**src/rtl/iter_exec_unit.sv**
```systemverilog
`default_nettype none
// ============================================================================
// Module      : iter_exec_unit
// Description : Execute unit with a single-cycle integer ALU and iterative
//               multiply/divide (RV32M semantics) behind valid/ready
//               handshakes. A pass-through tag follows every operation to
//               the result port for writeback routing.
// Ports       : CLK, RSTn            clock (rising edge), async active-low reset
//               flush                abort in-flight op, drop pending result
//               in_valid/in_ready    operation handshake
//               in_op/in_a/in_b      op code and operands
//               in_tag               tag returned with the result
//               out_valid/out_ready  result handshake
//               out_result/out_tag   result and tag of the accepted op
//               out_illegal          op code not recognised (result 0)
//               busy                 FSM not idle
// Revision    : 1.0 - initial release
// ============================================================================
module iter_exec_unit #(
  parameter int XLEN     = 32,
  parameter int MUL_BITS = 1,
  parameter int TAG_W    = 5
) (
  input  logic             CLK,
  input  logic             RSTn,
  input  logic             flush,
  input  logic             in_valid,
  output logic             in_ready,
  input  logic [4:0]       in_op,
  input  logic [XLEN-1:0]  in_a,
  input  logic [XLEN-1:0]  in_b,
  input  logic [TAG_W-1:0] in_tag,
  output logic             out_valid,
  input  logic             out_ready,
  output logic [XLEN-1:0]  out_result,
  output logic [TAG_W-1:0] out_tag,
  output logic             out_illegal,
  output logic             busy
);

  localparam int c_shw       = $clog2(XLEN);
  localparam int c_mul_steps = XLEN / MUL_BITS;
  localparam int c_cnt_w     = $clog2(XLEN);

  localparam logic [1:0] c_st_idle = 2'd0;
  localparam logic [1:0] c_st_mul  = 2'd1;
  localparam logic [1:0] c_st_div  = 2'd2;
  localparam logic [1:0] c_st_done = 2'd3;

  localparam logic [4:0] c_op_add    = 5'h00;
  localparam logic [4:0] c_op_sub    = 5'h01;
  localparam logic [4:0] c_op_sll    = 5'h02;
  localparam logic [4:0] c_op_slt    = 5'h03;
  localparam logic [4:0] c_op_sltu   = 5'h04;
  localparam logic [4:0] c_op_xor    = 5'h05;
  localparam logic [4:0] c_op_srl    = 5'h06;
  localparam logic [4:0] c_op_sra    = 5'h07;
  localparam logic [4:0] c_op_or     = 5'h08;
  localparam logic [4:0] c_op_and    = 5'h09;
  localparam logic [4:0] c_op_mul    = 5'h0A;
  localparam logic [4:0] c_op_mulh   = 5'h0B;
  localparam logic [4:0] c_op_mulhsu = 5'h0C;
  localparam logic [4:0] c_op_mulhu  = 5'h0D;
  localparam logic [4:0] c_op_div    = 5'h0E;
  localparam logic [4:0] c_op_divu   = 5'h0F;
  localparam logic [4:0] c_op_rem    = 5'h10;
  localparam logic [4:0] c_op_remu   = 5'h11;

  localparam logic [XLEN-1:0] c_int_min = {1'b1, {(XLEN-1){1'b0}}};

  // --------------------------------------------------------------------------
  // Registers
  // --------------------------------------------------------------------------
  logic [1:0]        r_state;
  logic [c_cnt_w-1:0] r_cnt;
  logic [TAG_W-1:0]  r_tag;
  logic              r_out_valid;
  logic [XLEN-1:0]   r_out_result;
  logic [TAG_W-1:0]  r_out_tag;
  logic              r_out_illegal;

  logic [2*XLEN-1:0] r_acc;
  logic [2*XLEN-1:0] r_mcand;
  logic [XLEN-1:0]   r_mplier;
  logic              r_want_hi;

  logic [XLEN-1:0]   r_rem;
  logic [XLEN-1:0]   r_quo;
  logic [XLEN-1:0]   r_dvsr;
  logic              r_neg_q;
  logic              r_neg_r;
  logic              r_want_rem;

  // --------------------------------------------------------------------------
  // Decode
  // --------------------------------------------------------------------------
  logic w_is_base, w_is_mul, w_is_div, w_illegal;
  logic w_accept;
  logic w_div_zero, w_div_ovf, w_div_special;
  logic [c_shw-1:0] w_shamt;

  assign w_is_base  = (in_op <= c_op_and);
  assign w_is_mul   = (in_op >= c_op_mul) && (in_op <= c_op_mulhu);
  assign w_is_div   = (in_op >= c_op_div) && (in_op <= c_op_remu);
  assign w_illegal  = !(w_is_base || w_is_mul || w_is_div);
  assign w_shamt    = in_b[c_shw-1:0];

  assign in_ready   = (r_state == c_st_idle) && (!r_out_valid || out_ready) && !flush;
  assign w_accept   = in_valid && in_ready;

  // Divide-by-zero and MIN/-1 are answered directly from IDLE.
  assign w_div_zero    = (in_b == '0);
  assign w_div_ovf     = ((in_op == c_op_div) || (in_op == c_op_rem)) &&
                         (in_a == c_int_min) && (in_b == '1);
  assign w_div_special = w_is_div && (w_div_zero || w_div_ovf);

  // --------------------------------------------------------------------------
  // Single-cycle ALU and fast-path result
  // --------------------------------------------------------------------------
  logic [XLEN-1:0] w_alu;
  logic [XLEN-1:0] w_fast_result;

  always_comb begin : p_alu
    w_alu = '0;
    case (in_op)
      c_op_add:  w_alu = in_a + in_b;
      c_op_sub:  w_alu = in_a - in_b;
      c_op_sll:  w_alu = in_a << w_shamt;
      c_op_slt:  w_alu = {{(XLEN-1){1'b0}}, ($signed(in_a) < $signed(in_b))};
      c_op_sltu: w_alu = {{(XLEN-1){1'b0}}, (in_a < in_b)};
      c_op_xor:  w_alu = in_a ^ in_b;
      c_op_srl:  w_alu = in_a >> w_shamt;
      c_op_sra:  w_alu = $signed(in_a) >>> w_shamt;
      c_op_or:   w_alu = in_a | in_b;
      c_op_and:  w_alu = in_a & in_b;
      default:   w_alu = '0;
    endcase
  end

  always_comb begin : p_fast
    w_fast_result = '0;
    if (w_is_base) begin
      w_fast_result = w_alu;
    end else if (w_is_div && w_div_zero) begin
      w_fast_result = ((in_op == c_op_div) || (in_op == c_op_divu)) ? '1 : in_a;
    end else if (w_is_div && w_div_ovf) begin
      // Quotient of MIN/-1 wraps back to MIN (which is in_a); remainder is 0.
      w_fast_result = (in_op == c_op_div) ? in_a : '0;
    end
  end

  // --------------------------------------------------------------------------
  // Multiplier set-up and step
  // --------------------------------------------------------------------------
  // The multiplicand is sign-extended to the full accumulator width. The
  // multiplier bits are always retired unsigned; a negative signed multiplier
  // (value b_u - 2^XLEN) is accounted for by pre-loading the accumulator with
  // -(a << XLEN), which equals multiplying the XLEN+1-bit sign-extended
  // operands modulo 2^(2*XLEN).
  logic              w_a_sgn, w_b_sgn;
  logic [2*XLEN-1:0] w_mcand_init;
  logic [2*XLEN-1:0] w_acc_init;
  logic [2*XLEN-1:0] w_acc_next;
  logic [XLEN-1:0]   w_mul_result;
  logic              w_mul_last;

  assign w_a_sgn      = (in_op == c_op_mul) || (in_op == c_op_mulh) || (in_op == c_op_mulhsu);
  assign w_b_sgn      = (in_op == c_op_mul) || (in_op == c_op_mulh);
  assign w_mcand_init = w_a_sgn ? {{XLEN{in_a[XLEN-1]}}, in_a} : {{XLEN{1'b0}}, in_a};
  assign w_acc_init   = (w_b_sgn && in_b[XLEN-1]) ? -(w_mcand_init << XLEN) : '0;

  always_comb begin : p_mul_step
    w_acc_next = r_acc;
    for (int j = 0; j < MUL_BITS; j++) begin
      if (r_mplier[j]) begin
        w_acc_next = w_acc_next + (r_mcand << j);
      end
    end
  end

  assign w_mul_result = r_want_hi ? w_acc_next[2*XLEN-1:XLEN] : w_acc_next[XLEN-1:0];
  assign w_mul_last   = (r_cnt == c_cnt_w'(c_mul_steps - 1));

  // --------------------------------------------------------------------------
  // Divider set-up and restoring step
  // --------------------------------------------------------------------------
  // Dividend bits shift out of the top of r_quo into the partial remainder
  // while quotient bits shift in at the bottom.
  logic              w_div_signed, w_sgn_a, w_sgn_b;
  logic [XLEN-1:0]   w_mag_a, w_mag_b;
  logic [XLEN:0]     w_rem_sh;
  logic              w_ge;
  logic [XLEN-1:0]   w_diff;
  logic [XLEN-1:0]   w_rem_next, w_quo_next;
  logic [XLEN-1:0]   w_div_result;
  logic              w_div_last;

  assign w_div_signed = (in_op == c_op_div) || (in_op == c_op_rem);
  assign w_sgn_a      = w_div_signed && in_a[XLEN-1];
  assign w_sgn_b      = w_div_signed && in_b[XLEN-1];
  assign w_mag_a      = w_sgn_a ? -in_a : in_a;
  assign w_mag_b      = w_sgn_b ? -in_b : in_b;

  assign w_rem_sh   = {r_rem, r_quo[XLEN-1]};
  assign w_ge       = (w_rem_sh >= {1'b0, r_dvsr});
  assign w_diff     = w_rem_sh[XLEN-1:0] - r_dvsr;
  assign w_rem_next = w_ge ? w_diff : w_rem_sh[XLEN-1:0];
  assign w_quo_next = {r_quo[XLEN-2:0], w_ge};

  // Sign correction is folded into the last iteration so the result is
  // registered on the same edge that completes the final step.
  assign w_div_result = r_want_rem ? (r_neg_r ? -w_rem_next : w_rem_next)
                                   : (r_neg_q ? -w_quo_next : w_quo_next);
  assign w_div_last   = (r_cnt == c_cnt_w'(XLEN - 1));

  // --------------------------------------------------------------------------
  // FSM and output registers
  // --------------------------------------------------------------------------
  // The last MUL/DIV iteration loads the output registers and moves to DONE,
  // so out_valid is seen during DONE; DONE then returns to IDLE.
  always_ff @(posedge CLK or negedge RSTn) begin : p_seq
    if (!RSTn) begin
      r_state       <= c_st_idle;
      r_cnt         <= '0;
      r_tag         <= '0;
      r_out_valid   <= 1'b0;
      r_out_result  <= '0;
      r_out_tag     <= '0;
      r_out_illegal <= 1'b0;
      r_acc         <= '0;
      r_mcand       <= '0;
      r_mplier      <= '0;
      r_want_hi     <= 1'b0;
      r_rem         <= '0;
      r_quo         <= '0;
      r_dvsr        <= '0;
      r_neg_q       <= 1'b0;
      r_neg_r       <= 1'b0;
      r_want_rem    <= 1'b0;
    end else if (flush) begin
      r_state     <= c_st_idle;
      r_out_valid <= 1'b0;
    end else begin
      if (r_out_valid && out_ready) begin
        r_out_valid <= 1'b0;
      end
      case (r_state)
        c_st_idle: begin
          if (w_accept) begin
            r_tag <= in_tag;
            r_cnt <= '0;
            if (w_is_mul) begin
              r_state   <= c_st_mul;
              r_acc     <= w_acc_init;
              r_mcand   <= w_mcand_init;
              r_mplier  <= in_b;
              r_want_hi <= (in_op != c_op_mul);
            end else if (w_is_div && !w_div_special) begin
              r_state    <= c_st_div;
              r_rem      <= '0;
              r_quo      <= w_mag_a;
              r_dvsr     <= w_mag_b;
              r_neg_q    <= w_sgn_a ^ w_sgn_b;
              r_neg_r    <= w_sgn_a;
              r_want_rem <= (in_op == c_op_rem) || (in_op == c_op_remu);
            end else begin
              r_out_valid   <= 1'b1;
              r_out_result  <= w_fast_result;
              r_out_tag     <= in_tag;
              r_out_illegal <= w_illegal;
            end
          end
        end
        c_st_mul: begin
          r_acc    <= w_acc_next;
          r_mcand  <= r_mcand << MUL_BITS;
          r_mplier <= r_mplier >> MUL_BITS;
          r_cnt    <= r_cnt + 1'b1;
          if (w_mul_last) begin
            r_state       <= c_st_done;
            r_out_valid   <= 1'b1;
            r_out_result  <= w_mul_result;
            r_out_tag     <= r_tag;
            r_out_illegal <= 1'b0;
          end
        end
        c_st_div: begin
          r_rem <= w_rem_next;
          r_quo <= w_quo_next;
          r_cnt <= r_cnt + 1'b1;
          if (w_div_last) begin
            r_state       <= c_st_done;
            r_out_valid   <= 1'b1;
            r_out_result  <= w_div_result;
            r_out_tag     <= r_tag;
            r_out_illegal <= 1'b0;
          end
        end
        c_st_done: begin
          r_state <= c_st_idle;
        end
        default: begin
          r_state <= c_st_idle;
        end
      endcase
    end
  end

  assign out_valid   = r_out_valid;
  assign out_result  = r_out_result;
  assign out_tag     = r_out_tag;
  assign out_illegal = r_out_illegal;
  assign busy        = (r_state != c_st_idle);

endmodule
`default_nettype wire

```
**config.mk**
```make
export PLATFORM = sky130hd
export DESIGN_NAME = iter_exec_unit
export DESIGN_NICKNAME = d
export VERILOG_FILES = /design/src/rtl/iter_exec_unit.sv
export SDC_FILE = /design/constraint.sdc
export NUM_CORES = 2
export LEC_CHECK = 0
export BUFFER_PORTS_ARGS = -buffer_cell sky130_fd_sc_hd__buf_2
export CAP_MARGIN = 10
export CORE_MARGIN = 3
export CORE_UTILIZATION = 45
export DETAILED_ROUTE_END_ITERATION = 10
export SLEW_MARGIN = 15
export SYNTH_ARGS = -nofsm -noshare
export SYNTH_HDL_FRONTEND = slang
export SYNTH_SLANG_ARGS = --single-unit
```
**constraint.sdc**
```tcl
create_clock -name CLK -period 13.3 [get_ports CLK]
set_input_delay 1.33 -clock CLK [delete_from_list [all_inputs] [get_ports CLK]]
set_output_delay 1.33 -clock CLK [all_outputs]
set_load 0.02 [all_outputs]
```
# Word level (Yosys, flattened, before mapping)
# Cells that the tools add are included.
# W data, S select, Z words.
[totals]
in_bits = 79
output_inout_bits = 41
ff_bits = 311
word_cells = 188
[classes]
reduce_logical = 46
order_cmp = 8
shift = 3
eq_ne = 34
n_addsub = 10
mux = 64
n_bitwise = 6
[ops]
columns = ["cell", "count"]
rows = [
  ["$mux W32", 25],
  ["$mux W64", 7],
  ["$pmux W32 S10", 1],
  ["$pmux W64 S2", 2],
  ["$pmux W32 S2", 3],
  ["$neg A32 Y32", 4],
  ["$pmux W32 S3", 1],
  ["$add A64 B64 Y64", 1],
  ["$eq A32 B32 Y1 const B", 2],
  ["$lt A32 B32 Y1", 2],
  ["$neg A64 Y64", 1],
  ["$sub A32 B32 Y32", 2],
  ["$eq A5 B4 Y1 const B", 7],
  ["$ge A33 B32 Y1", 1],
  ["$add A32 B32 Y32", 1],
  ["$and A32 B32 Y32", 1],
  ["$logic_not A32 Y1", 1],
  ["$or A32 B32 Y32", 1],
  ["$shl A32 B5 Y32", 1],
  ["$shr A32 B5 Y32", 1],
  ["$sshr A32 B5 Y32", 1],
  ["$xor A32 B32 Y32", 1],
  ["$mux W5", 5],
  ["$eq A5 B3 Y1 const B", 4],
  ["35 further kinds", 95],
]

# Logic depth before layout (Yosys ltp)
[logic_depth]
depth_word = 13
mapped_depth = 23
ltp_nobuf = 18

# Worst setup path after synthesis
# No wires, ideal clock.
[synth_path]
kind = "input -> register"
from = "input in_b[0]"
to = "register r_out_result[26] (netlist: out_result[26])"
path_slack_ps = 7936
setup_time_ps = 137
required_ps = 13163
arrival_ps = 5227
cell_stages = 17
cell_sequence = "clkbuf_1 -> inv_1 -> clkbuf_1 -> buf_1 -> ha_1 -> or4b_1 -> nor4_4 -> nand4_1 -> nor4_1 -> or3_2 -> a21oi_2 -> or3_1 -> buf_2 -> nor2_4 -> o211ai_1 -> a2111oi_0 -> nor3_1"
[synth_via]
elab_chain_len = 10
[synth_lines]
columns = ["element", "line", "rtl"]
rows = [
  ["from (decl)", "31", "input logic [XLEN-1:0] in_b,"],
  ["branches (longest 10 deep; another with $sub A32 B32 Y32)", "n/a", ""],
  ["to (signal assigned)", "268", "r_out_result <= w_fast_result;"],
  ["to (signal assigned)", "282", "r_out_result <= w_mul_result;"],
  ["to (signal assigned)", "294", "r_out_result <= w_div_result;"],
  ["to (decl)", "78", "logic [XLEN-1:0] r_out_result;"],
]
# Several ways; the timed one is not identified. The select of a mux whose other input is x is not followed.
# A chain may end at the register's enable or synchronous reset.

# Worst setup path in the final report
[layout_path]
from = "input in_a[0]"
to = "register r_out_result[28] (netlist: out_result[28])"
[layout_via]
elab_chain_len = 11
[layout_lines]
columns = ["element", "line", "rtl"]
rows = [
  ["from (decl)", "30", "input logic [XLEN-1:0] in_a,"],
  ["branches (longest 11 deep; another with $sub A32 B32 Y32)", "n/a", ""],
]
# Several ways; the timed one is not identified. The select of a mux whose other input is x is not followed.

==> flow_summary.ini <==
[yosys]
synth_edf_count = 0
ys.flop_type = dfrtp_1
netlist_area_um2 = 32500
yosysTopAreaCellShare_pct = 23.9
ys_warn_count = 0
synth_cell_types = 97
syn-num-nets = 4580
async_reset_ff_share_pct = 100
ys_top_cells_by_area = dfrtp_1 24%, ha_1 7.9%, o21ai_0 6.8%
yosys.area.top_type = dfrtp_1
synth_area_per_cell_um2 = 7.58
ys_seq_area_share_pct = 23.9
synth-seq-cells = 311
synthCells = 4292
yosysMostFrequentCell = nand2_1
ys_top_cells_by_count = 517 x nand2_1, 444 x o21ai_0, 390 x a21oi_1, 378 x nor2_1, 311 x dfrtp_1

[worst_setup_path]
cp-start-kind = input port
crit_fanout = 14
cp_data_required_time_ps = 13790
crit_arrival_ps = 6730
critPathCaptureType = flop
critPathKind = in2reg

[clock_network]
max-clock-path-buffers = 3
cts_tree = yes
postCtsHoldBufs = 0
cts_max_level = 2
insertion_delay_ps = 600
postCtsSetupRepairBufs = 0
cts_resized = 0
root_buffer = clkbuf_16
cts_buffers = 41
cts.sinks = 311
clk_pin_slew_ps = 60

[placed_design]
port_buffers = 119
hpwl_um = 116000
place_area_um2 = 33500
place_inst = 5078
place_congestion = 1.11

[min_path]
hold_path.class = reg2reg

[die]
row_count = 97
die-area_um2 = 75600
die_h_um = 275
initial_utilization_pct = 45.9
ios = 120
core_um2 = 70900
fp.dieW_um = 275

[sta]
hold_violations = 0
rsz0062_at_grt = no
clock_skew_ps = 18.1
slew_headroom_pct = 20.0
worst_pin_slew_ps = 1190
period_share_pct = 46.9
timing.hold.ws_ps = 484
min_period_ps = 6240
setup_viol = 0
drv_slew = 0
tns_ps = 0
fmax_ghz = 0.160

[global_route]
grt_pass1_vias = 31424
gr-usage-all-layers_pct = 39.0
grt_max_degree = 207
antenna_found_initial = 18
overflow = 0
grt_first_pass_wirelength_um = 219000

[drt]
via_per_inst = 6.71
ant_nets = 0
drc = 0
vias = 34627
drt_first_iter_violations = 4863
wire_per_inst_um = 29.3
drt-pass1-iter-count = 6
drt_wl_total_um = 151000

[outcome]
status = completed

[cells_and_area]
design_area_um2 = 35000
fin_cells = 5157
area.growth.synth_to_final_pct = 7.47
layout-drive-gt1-share_pct = 8.58
final_nets = 4469

[power_and_ir_drop]
power_density_nw_per_um2 = 190
p_total_uw = 6630
peakVddDrop_uv = 115
p_leak_uw = 0.0150

[run]
cap_violations = 0
[worst max-delay path, cell delays in order]
cell and delay, ps:
buf_2 230, inv_1 390, ha_1 300, or3b_1 430, or4_4 600, nor4_4 570
and4_1 350, or3_2 210, a21oi_2 100, or3_1 710, nor2_4 390, o21ai_0 200
a31oi_1 290, o21ai_0 370, o211a_1 220
[per-stage QoR]
stage,util [%],setup WS (ps)
2_1_floorplan,-,7940
3_3_place_gp,47.3,6680
3_5_place_dp,47.3,6620
4_1_cts,49.3,7240
5_1_grt,49.3,6990
6_report,49.3,7060
[power breakdown]
| part | internal (uW) | leakage (uW) | switching (uW) | total, uW |
|---|---|---|---|---|
| clock | 718 | 0.000695 | 490 | 1210 |
| combinational | 1190 | 0.0102 | 2490 | 3690 |
| sequential | 1290 | 0.00403 | 442 | 1740 |
[routing by layer]
metal  track usage (%)  up-vias  wire [um]
met2              56.3     2138      62300
li1                  -    15456          -
met5                 0        -         52
met4              17.3        8       8240
met1              54.6    16637      62600
met3              10.2      388      18100
[state kept, by name, indices dropped and copies added (netlist names), 2 cells and up]
| name | count |
|---|---|
| r_mplier | 32 |
| r_acc | 64 |
| r_quo | 32 |
| r_tag | 5 |
| r_dvsr | 32 |
| r_mcand | 64 |
| r_rem | 32 |
| out_tag | 5 |
| r_state | 2 |
| r_cnt | 5 |
| out_result | 32 |
[area by class of cell]
cell class	count	area [um^2]
clock buffer	51	1120
sequential	311	7780
clock inverter	19	287
timing repair buffer	166	988
tap	940	1180
fill	7223	35900
inverter	163	612
multi-input combinational	3498	23000
antenna	9	22.5
[layout by cell type, fill, tap and decap left out, types with 21 or more instances in the layout]
master / Yosys / routed
nand2_1: 517 / 517
o21ai_0: 444 / 444
a21oi_1: 390 / 388
nor2_1: 378 / 374
dfrtp_1: 311 / 310
ha_1: 205 / 203
mux2i_1: 168 / 168
xnor2_1: 161 / 161
inv_1: 160 / 159
buf_2: 27 / 116
nand3_1: 105 / 104
nor3_1: 102 / 98
a21o_1: 70 / 70
xor2_1: 67 / 67
a211oi_1: 61 / 61
or3_1: 53 / 53
nand4_1: 48 / 48
o31ai_1: 48 / 48
buf_4: 1 / 47
a31oi_1: 43 / 43
o211ai_1: 43 / 43
mux4_2: 43 / 43
clkbuf_16: 0 / 42
a221oi_1: 36 / 36
nor4_1: 35 / 34
o21bai_1: 33 / 33
nand2b_1: 29 / 29
and2_1: 24 / 24
and3_1: 23 / 22
a211o_1: 21 / 21
[worst paths after layout]
kind / end / from / cells after the start / slack (ps)
worst max-delay path: out_result[28] / in_a[0] / 15 / 7060
worst min-delay path: r_mplier[13] / r_mplier[13] / 2 / 480
worst max register to register: out_result[24] / r_rem[15] / 17 / 7290
worst min register to register: r_mplier[13] / r_mplier[13] / 2 / 480
max in group asynchronous: r_rem[12] / RSTn / 2 / 10960
min in group asynchronous: r_mplier[13] / RSTn / 1 / 720
[cells by family (layout without fill, tap and decap cells)]
kind of cell	after synthesis	after routing	share of synthesized area, %
AO/OA/AOI/OAI	1427	1427	27.5
AND/OR/NAND/NOR	1406	1406	19.9
buffers and inverters	483	399	5.71
flip-flops	311	311	23.9
XOR/XNOR	228	228	6.14
multiplexers	228	228	8.73
adder cells (fa/ha/maj)	209	209	8.13
other	0	9	0
(Power assumes the default switching activity.)
